--- config.mk ---
export PLATFORM = sky130hd
export DESIGN_NAME = mmio_bus_fabric
export DESIGN_NICKNAME = d
export VERILOG_FILES = /design/src/rtl/mmio_bus_fabric.sv
export SDC_FILE = /design/constraint.sdc
export NUM_CORES = 1
export LEC_CHECK = 0
export ABC_AREA = 0
export CORE_UTILIZATION = 35
export DETAILED_ROUTE_END_ITERATION = 10
export PLACE_DENSITY = 0.77
export SKIP_CTS_REPAIR_TIMING = 1
export SYNTH_ARGS = -nofsm -noshare
export SYNTH_HDL_FRONTEND = slang
export SYNTH_SLANG_ARGS = --single-unit
export TNS_END_PERCENT = 20
--- constraint.sdc ---
create_clock -name clk -period 4.65 [get_ports clk]
set_clock_uncertainty 0.2 [all_clocks]
set_input_delay 1.395 -clock clk [delete_from_list [all_inputs] [get_ports clk]]
set_output_delay 1.395 -clock clk [all_outputs]
set_load 0.005 [all_outputs]
--- src/rtl/mmio_bus_fabric.sv ---
// ============================================================================
// mmio_bus_fabric : table-driven MMIO decoder with per-slave read latency
// Rev 1.0
// ============================================================================
`default_nettype none

module mmio_bus_fabric #(
  parameter int                  N_SLV    = 4,
  parameter logic [N_SLV*32-1:0] SLV_BASE = {32'h3000_0000, 32'h2000_0000,
                                             32'h1000_0000, 32'h0000_0000},
  parameter logic [N_SLV*32-1:0] SLV_MASK = {4{32'hF000_0000}},
  parameter logic [N_SLV*3-1:0]  SLV_RLAT = {3'd0, 3'd0, 3'd1, 3'd1}
) (
  input  logic                  clk,
  input  logic                  reset,
  input  logic                  m_req,
  input  logic                  m_we,
  input  logic [31:0]           m_addr,
  input  logic [31:0]           m_wdata,
  input  logic [3:0]            m_be,
  output logic                  m_ready,
  output logic                  m_err,
  output logic [31:0]           m_rdata,
  output logic [N_SLV-1:0]      s_sel,
  output logic                  s_we,
  output logic [31:0]           s_addr,
  output logic [31:0]           s_wdata,
  output logic [3:0]            s_be,
  input  logic [N_SLV*32-1:0]   s_rdata,
  output logic [15:0]           err_cnt
);

  localparam int IDX_W = (N_SLV > 1) ? $clog2(N_SLV) : 1;

  localparam logic [1:0] c_IDLE   = 2'd0;
  localparam logic [1:0] c_ACCESS = 2'd1;
  localparam logic [1:0] c_WAIT   = 2'd2;
  localparam logic [1:0] c_RESP   = 2'd3;

  logic [1:0]       r_state;
  logic [1:0]       w_state_nxt;
  logic [IDX_W-1:0] r_idx;
  logic             r_err;
  logic [2:0]       r_cnt;
  logic             w_hit;
  logic [IDX_W-1:0] w_hit_idx;
  logic [2:0]       w_rlat;
  logic [31:0]      w_slv_rdata;

  // Scan from the top so the lowest matching index is the one left standing.
  always_comb begin
    w_hit     = 1'b0;
    w_hit_idx = '0;
    for (int i = N_SLV - 1; i >= 0; i--) begin
      if ((m_addr & SLV_MASK[i*32 +: 32]) == SLV_BASE[i*32 +: 32]) begin
        w_hit     = 1'b1;
        w_hit_idx = IDX_W'(i);
      end
    end
  end

  assign w_rlat      = SLV_RLAT[r_idx*3 +: 3];
  assign w_slv_rdata = s_rdata[r_idx*32 +: 32];

  always_ff @(posedge clk or posedge reset) begin
    if (reset) r_state <= c_IDLE;
    else       r_state <= w_state_nxt;
  end

  always_comb begin
    w_state_nxt = r_state;
    case (r_state)
      c_IDLE:   if (m_req) w_state_nxt = w_hit ? c_ACCESS : c_RESP;
      c_ACCESS: w_state_nxt = (s_we || (w_rlat == 3'd0)) ? c_RESP : c_WAIT;
      c_WAIT:   if (r_cnt == 3'd1) w_state_nxt = c_RESP;
      c_RESP:   w_state_nxt = c_IDLE;
      default:  w_state_nxt = c_IDLE;
    endcase
  end

  // Outputs decode from state alone so an async reset drops them instantly.
  always_comb begin
    s_sel   = (r_state == c_ACCESS) ? (N_SLV'(1) << r_idx) : '0;
    m_ready = (r_state == c_RESP);
    m_err   = (r_state == c_RESP) && r_err;
  end

  always_ff @(posedge clk or posedge reset) begin
    if (reset) begin
      s_we    <= 1'b0;
      s_addr  <= '0;
      s_wdata <= '0;
      s_be    <= '0;
      r_idx   <= '0;
      r_err   <= 1'b0;
      r_cnt   <= '0;
      m_rdata <= '0;
      err_cnt <= '0;
    end else begin
      case (r_state)
        c_IDLE: begin
          if (m_req) begin
            s_we    <= m_we;
            s_addr  <= m_addr;
            s_wdata <= m_wdata;
            s_be    <= m_be;
            r_idx   <= w_hit_idx;
            r_err   <= ~w_hit;
          end
        end
        c_ACCESS: begin
          r_cnt <= w_rlat;
          if (!s_we && (w_rlat == 3'd0)) m_rdata <= w_slv_rdata;
        end
        c_WAIT: begin
          r_cnt <= r_cnt - 3'd1;
          if (r_cnt == 3'd1) m_rdata <= w_slv_rdata;
        end
        c_RESP: begin
          if (r_err && (err_cnt != 16'hFFFF)) err_cnt <= err_cnt + 16'd1;
        end
        default: ;
      endcase
    end
  end

endmodule

`default_nettype wire

==> results of run 1 <==
[sequential cells by signal (all words and copies together), names as in the netlist]
name / flops
s_addr: 32
s_be: 4
r_idx: 2
err_cnt: 16
s_wdata: 32
r_cnt: 3
r_state: 2
s_we: 1
m_rdata: 32
r_err: 1
[power by group through the flow]
stage / logic (uW) / registers [uW] / clock network, uW
5_1_grt: 2910 / 1980 / 1320
2_1_floorplan: 1290 / 1910 / 0
3_5_place_dp: 2740 / 1920 / 0
4_1_cts: 2760 / 1920 / 1260
3_3_place_gp: 2680 / 1890 / 0
6_report: 2700 / 1910 / 1230
[cell usage in the layout, fill, tap and decap left out, types with 7 or more instances in the layout]
master and count:
clkdlybuf4s50_1 322, dfrtp_1 124, mux2_2 96, mux4_2 32, clkbuf_16 17, nand3_1 9, o21ai_0 8, xor2_1 8
ha_1 8, nand2_1 7
[synthesized netlist by cell type (5+ instances only)]
master	instances	share of area [%]
mux2_1	5	0.96
mux4_2	32	12
inv_1	7	0.45
xor2_1	8	1.2
xnor2_1	5	0.75
o21ai_0	8	0.69
a21oi_1	6	0.51
nand3_1	9	0.77
dfrtp_1	125	54
nand2_1	8	0.51
buf_2	12	1.0
mux2_2	96	19
ha_1	8	1.7
[metal layers]
metal | vias up | global-route usage, % | wire [um]
li1 | 2078 | - | -
met1 | 2241 | 23.1 | 6460
met3 | 29 | 7.64 | 1400
met2 | 210 | 35.9 | 8720
met5 | - | 0 | 0
met4 | 0 | 7.19 | 369
[cell families (layout without fill, tap and decap cells)]
group,count (synthesis),in the layout,synth area share [%]
muxes,135,135,32.2
DFF,125,125,53.6
and+or+nand+nor,51,51,5.61
buffers and inverters,25,366,2.38
AOI/OAI and AO/OA,24,24,2.55
xor gates and xnor gates,13,13,1.95
adders and majority gates,8,8,1.71
[area by class of cell]
| cell class | instances | share of cell area, % |
|---|---|---|
| Inverter | 7 | 0.305 |
| Clock buffer | 19 | 4.40 |
| Timing Repair Buffer | 327 | 33.4 |
| Sequential cell | 125 | 31.8 |
| Multi-Input combinational cell | 231 | 26.2 |
| Clock inverter | 13 | 1.19 |
| Tap cell | 216 | 2.74 |
[per-stage QoR]
stage	hold slack (ns)	utilization, %	setup slack, ns	power (uW)	cell area [um^2]
floorplan	0.283	-	1.52	3200	5840
global placement	0.273	57.7	1.16	4570	9300
detailed placement	0.275	57.7	1.08	4660	9300
CTS	0.287	61.1	0.963	5930	9850
global route	0.316	61.1	0.860	6210	9850
finish	0.281	61.1	0.985	5840	9850
[how the worst min path moves through the flow]
stage | cells after the start | from | end | slack, ns
detailed placement | 1 | m_rdata[22] | m_rdata[22] | 0.28
floorplan | 1 | m_rdata[22] | m_rdata[22] | 0.28
finish | 1 | m_rdata[22] | m_rdata[22] | 0.28
global placement | 1 | m_rdata[23] | m_rdata[23] | 0.27
CTS | 1 | m_rdata[22] | m_rdata[22] | 0.29
global route | 1 | m_rdata[16] | m_rdata[16] | 0.32
==> impl_results.md, run 1 <==
* Number of antenna violations at the first check in global routing at 0
* Synth Flop Type: dfrtp_1
* Site row count at 46
* Clk pwr share at 21.0%
* Max Buffers Root-to-Sink at 2
* Crit-path max FO at 33
* RR Startpoint: r_state[0]
* CP top delay family: buffers and inverters
* Yosys synthesis warning count at 0
* Distinct cells, synth at 42
* Drt pass-1 iters at 3
* Reg2Reg Setup Slack at between 1.5 and 2 ns
* Outcome: finished, final reports clean
* Sw Ratio at 29.4%
* RSZ-0062 raised after global routing: false
* NetSw at 1720 uW
* CP Cell Sequence: buf_4, and3_1, clkdlybuf4s50_1
* Share of cells above drive strength 1 at between 20% and 30%
* GPL Wtd Cong at 0.885
* Period utilisation layout at 78.8%
* Wire per inst at 18.1 um
* DP HPWL at 13000 um
* Slowest cell on crit path: clkdlybuf4s50_1
* Largest net degree at the start of global routing at 63
* Sequential share of the synthesized area at around 54%
* Mapped Nets at between 500 and 600
* Min cycle time layout at 3.66 ns
* Total number of vias at 4558
* CTS Root Cell: clkbuf_16
* Stages on worst setup path at 3
* Worst-Margin Slew at ~1.1 ns
* Die area at 0.0172 mm^2
* Routed Antenna Nets at 0
* Cell Pwr Density at 593 mW/mm^2
* Clock-pin slew on the worst setup and hold paths at 0.06 ns
* Leakage at 0.00397 uW
* Core box area at 0.0161 mm^2
* Ys async rst share at 100%
* RR Endpoint: m_rdata[17]
* Pins Over Slew Limit at 0
* IO buf count at between 300 and 400
* Worst Path Arrival at roughly 2.1 ns
* CTS buffer count at 17
* Multi-input logic area at 0.00258 mm^2
* Effective utilization at floorplan at 36.2%
* GRT Residual Overflow at 0
* Gr usage total at 20.7%
* Clk Latency, worst-skew pair at 0.41 ns
* DIE HEIGHT at 131 um
* R2R cell count at 5
* Peak supply drop at roughly 0.32 mV
* Timing-limited maximum frequency at roughly 270 MHz
* EDFF count, synth at 0
* Nets at just over 900
* Via density at between 4 and 5
* N_diodes at 0
* Relative slew margins at 24.8%
* CTS tree: done
* Hold Crit Class: flop to flop
* Placed cells at roughly 910
* Layout area overhead at 68.6%
* Residual DRC at 0
* Flop pwr share at 32.7%
* # IOs at 323
* Combinational Power Share at 46.3%
* Slowest stage delay, CP at 0.52 ns
* Post-Syn Instances at 381
* Synthesized cell area at 0.00584 mm^2
* Drt total wl at 17000 um
* Total clock sinks at 125
* CP startpoint: r_idx[1]
* Register area at 0.00313 mm^2
* Layout Cells excl Fill at 938
* First-pass GRT wire length at 27400 um
* Final number of setup-violating endpoints at 0
* CP startpoint kind: flop
* Total Negative Setup Slacks at 0 ns
* Pint at 4130 uW
* Hold violation total from the final report at 0
* FF+latch count, synth at 125
* Setup crit end kind: output pin
* Mean area per synthesized cell at between 15 and 20 um^2
* Max cap viols at 0
* Fill count at ~1200
* Buf/Inv on CP at 2
* Vias in the first global route at 4981
* Die X at 131 um
* End of the critical path: s_sel[3]
* Detailed Route Iter0 Violations at around 140
* WS Path Type: flop to output pin
* H-tree levels at 4
* Worst EP required at roughly 3.1 ns
No activity file was read; power rests on OpenSTA's default activity.
==> run 2, diff against run 1 <==
clock period = 3.02 ns   (was 4.65 ns; I/O delays follow)
==> run 2 against run 1 <==
Against the previous run:
- final cell count is 0.32% higher
- die area unchanged
- combinational power grew 57%
- worst hold slack better by 0.012 ns
==> impl_results.md, run 2 (same netlist as run 1, synthesis figures left out) <==
* Die X at 131 um (unchanged)
* Layout Cells excl Fill at 941 (+0.32%)
* CTS tree: done
* Pins Over Slew Limit at 0 (unchanged)
* Drt pass-1 iters at 4 (+1)
* GPL Wtd Cong at 0.867 (-2.0%)
* Largest net degree at the start of global routing at 73 (+16%)
* Slowest stage delay, CP at 0.54 ns (+0.02 ns)
* IO buf count at 322 (unchanged)
* CP startpoint kind: flop
* Layout area overhead at 70.3%
* Hold violation total from the final report at 0 (unchanged)
* CP startpoint: r_state[1]
* CTS Root Cell: clkbuf_16
* Max Buffers Root-to-Sink at 2 (unchanged)
* CP top delay family: buffers and inverters
* Buf/Inv on CP at 2 (unchanged)
* Period utilisation layout at 98.1%
* RSZ-0062 raised after global routing: false
* Total clock sinks at 125 (unchanged)
* Worst-Margin Slew at 0.623 ns (-0.503 ns)
* Crit-path max FO at 6 (-82%)
* Clk Latency, worst-skew pair at 0.41 ns (about the same)
* Core box area at 0.0161 mm^2 (unchanged)
* Min cycle time layout at 2.96 ns
* RR Startpoint: r_state[0]
* R2R cell count at 6 (+1)
* Site row count at 46 (unchanged)
* Worst Path Arrival at 1.86 ns (-0.21 ns)
* # IOs at 323 (unchanged)
* Met2 Wirelength at 9330 um (+7.0%)
* Vias in the first global route at 5263 (+5.7%)
* Reg2Reg Setup Slack at 0.63 ns (-1.33 ns)
* Die area at 0.0172 mm^2 (unchanged)
* Wire per inst at 18.6 um (+3.0%)
* Outcome: finished, final reports clean
* Detailed Route Iter0 Violations at 120 (-17%)
* Effective utilization at floorplan at 36.2% (unchanged)
* Metal3 WL at 1460 um (+4.4%)
* Routed metal-1 wirelength at 6380 um (-1.3%)
* Peak supply drop at 0.607 mV (+89%)
* Relative slew margins at 58.5% (+34 points)
* First-pass GRT wire length at 28400 um (+3.7%)
* Worst hold slack at 0.293 ns (+0.0122 ns)
* Hold Crit Class: flop to flop
* Slowest cell on crit path: clkdlybuf4s50_1
* Number of antenna violations at the first check in global routing at 1 (+1)
* Biggest registers after layout: m_rdata x32, s_addr x32, s_wdata x32
* Total number of vias at 4682 (+2.7%)
* DIE HEIGHT at 131 um (unchanged)
* GRT Residual Overflow at 0 (unchanged)
* WS Path Type: flop to output pin
* Setup crit end kind: output pin
* Most common cell after layout, fill and taps aside: clkdlybuf4s50_1
* H-tree levels at 4 (unchanged)
* Cell Pwr Density at 931 mW/mm^2 (+57%)
* Stages on worst setup path at 4 (+1)
* Clock-pin slew on the worst setup and hold paths at 0.06 ns (about the same)
* Placed cells at 908 (+0.22%)
* Nets at 919 (+0.22%)
* Max cap viols at 0 (unchanged)
* Timing-limited maximum frequency at 338 MHz
* Via density at 4.98 (+2.4%)
* CP Cell Sequence: inv_2, ha_4, nor3b_1, clkdlybuf4s50_1
* Worst EP required at 1.91 ns (-1.14 ns)
* Gr usage total at 21.2% (+0.53 points)
* Power, Total at 9260 uW (+58%)
* End of the critical path: s_sel[0]
* Leakage at 0.00401 uW (+1.2%)
* Share of cells above drive strength 1 at 25.4% (+0.90 points)
* DP HPWL at 13200 um (+1.5%)
* RR Endpoint: m_rdata[19]
* Residual DRC at 0 (unchanged)
* Drt total wl at 17500 um (+3.3%)
* Most frequent cells in the layout: 322 x clkdlybuf4s50_1, 124 x dfrtp_1, 96 x mux2_2
* Final number of setup-violating endpoints at 0 (unchanged)
* Highest metal used: met4
* Routed Antenna Nets at 0 (unchanged)
* CTS buffer count at 17 (unchanged)
==> run 2: cell count changes in the layout (fill, tap and decap cells not counted), moves of 2 or more <==
cell,change
clkinv_4,+2
clkbuf_1,-2
clkinv_2,-3
clkinvlp_4,-3
inv_8,+2
inv_6,+3
ha_1,-2
==> run 2: per-stage QoR <==
stage,TNS [ns],worst slack [ns],cell area (um^2),utilization [%]
6_report,0,0.0584,9950,61.7
5_1_grt,0,0.00143,9950,61.7
4_1_cts,-0.211,-0.108,9930,61.6
3_5_place_dp,0,0.332,9330,57.9
3_3_place_gp,0,0.377,9330,57.9
2_1_floorplan,0,0.375,5840,-
==> run 2: worst min-delay path by stage <==
stage | start | endpoint | slack, ns | cells after the start
2_1_floorplan | m_rdata[22] | m_rdata[22] | 0.28 | 1
3_3_place_gp | m_rdata[23] | m_rdata[23] | 0.27 | 1
3_5_place_dp | m_rdata[23] | m_rdata[23] | 0.28 | 1
4_1_cts | m_rdata[23] | m_rdata[23] | 0.30 | 1
5_1_grt | m_rdata[22] | m_rdata[22] | 0.32 | 1
6_report | m_rdata[23] | m_rdata[23] | 0.29 | 1
==> run 2: layout make-up <==
type / instances / area [um^2]
diodes: 1 / 2.50
clock buffers: 17 / 425
clock inverters: 15 / 176
fillers: 1243 / 6170
inverters: 7 / 30.0
multi-input cells: 231 / 2600
flip-flops and latches: 125 / 3130
well taps: 216 / 270
repair buffers: 329 / 3310
==> run 2: worst register-to-register path, cell delays in order, from the launching register on <==
cell     delay [ns]
dfrtp_1        0.44
inv_1          0.15
ha_1           0.36
mux2i_1        0.18
a21oi_4        0.14
buf_4          0.40
mux2_2         0.41
==> run 2: layer usage <==
metal | vias up | track usage (%)
met1 | 2346 | 22.4
met2 | 220 | 38.3
met3 | 24 | 7.25
met4 | 0 | 8.56
met5 | - | 0
li1 | 2092 | -
==> run 2: power by group <==
| group | total, uW | leakage, uW | internal (uW) | switching [uW] |
|---|---|---|---|---|
| combinational | 4250 | 0.00222 | 2780 | 1470 |
| sequential | 2940 | 0.00150 | 2470 | 473 |
| clock | 2070 | 0.000289 | 1240 | 829 |
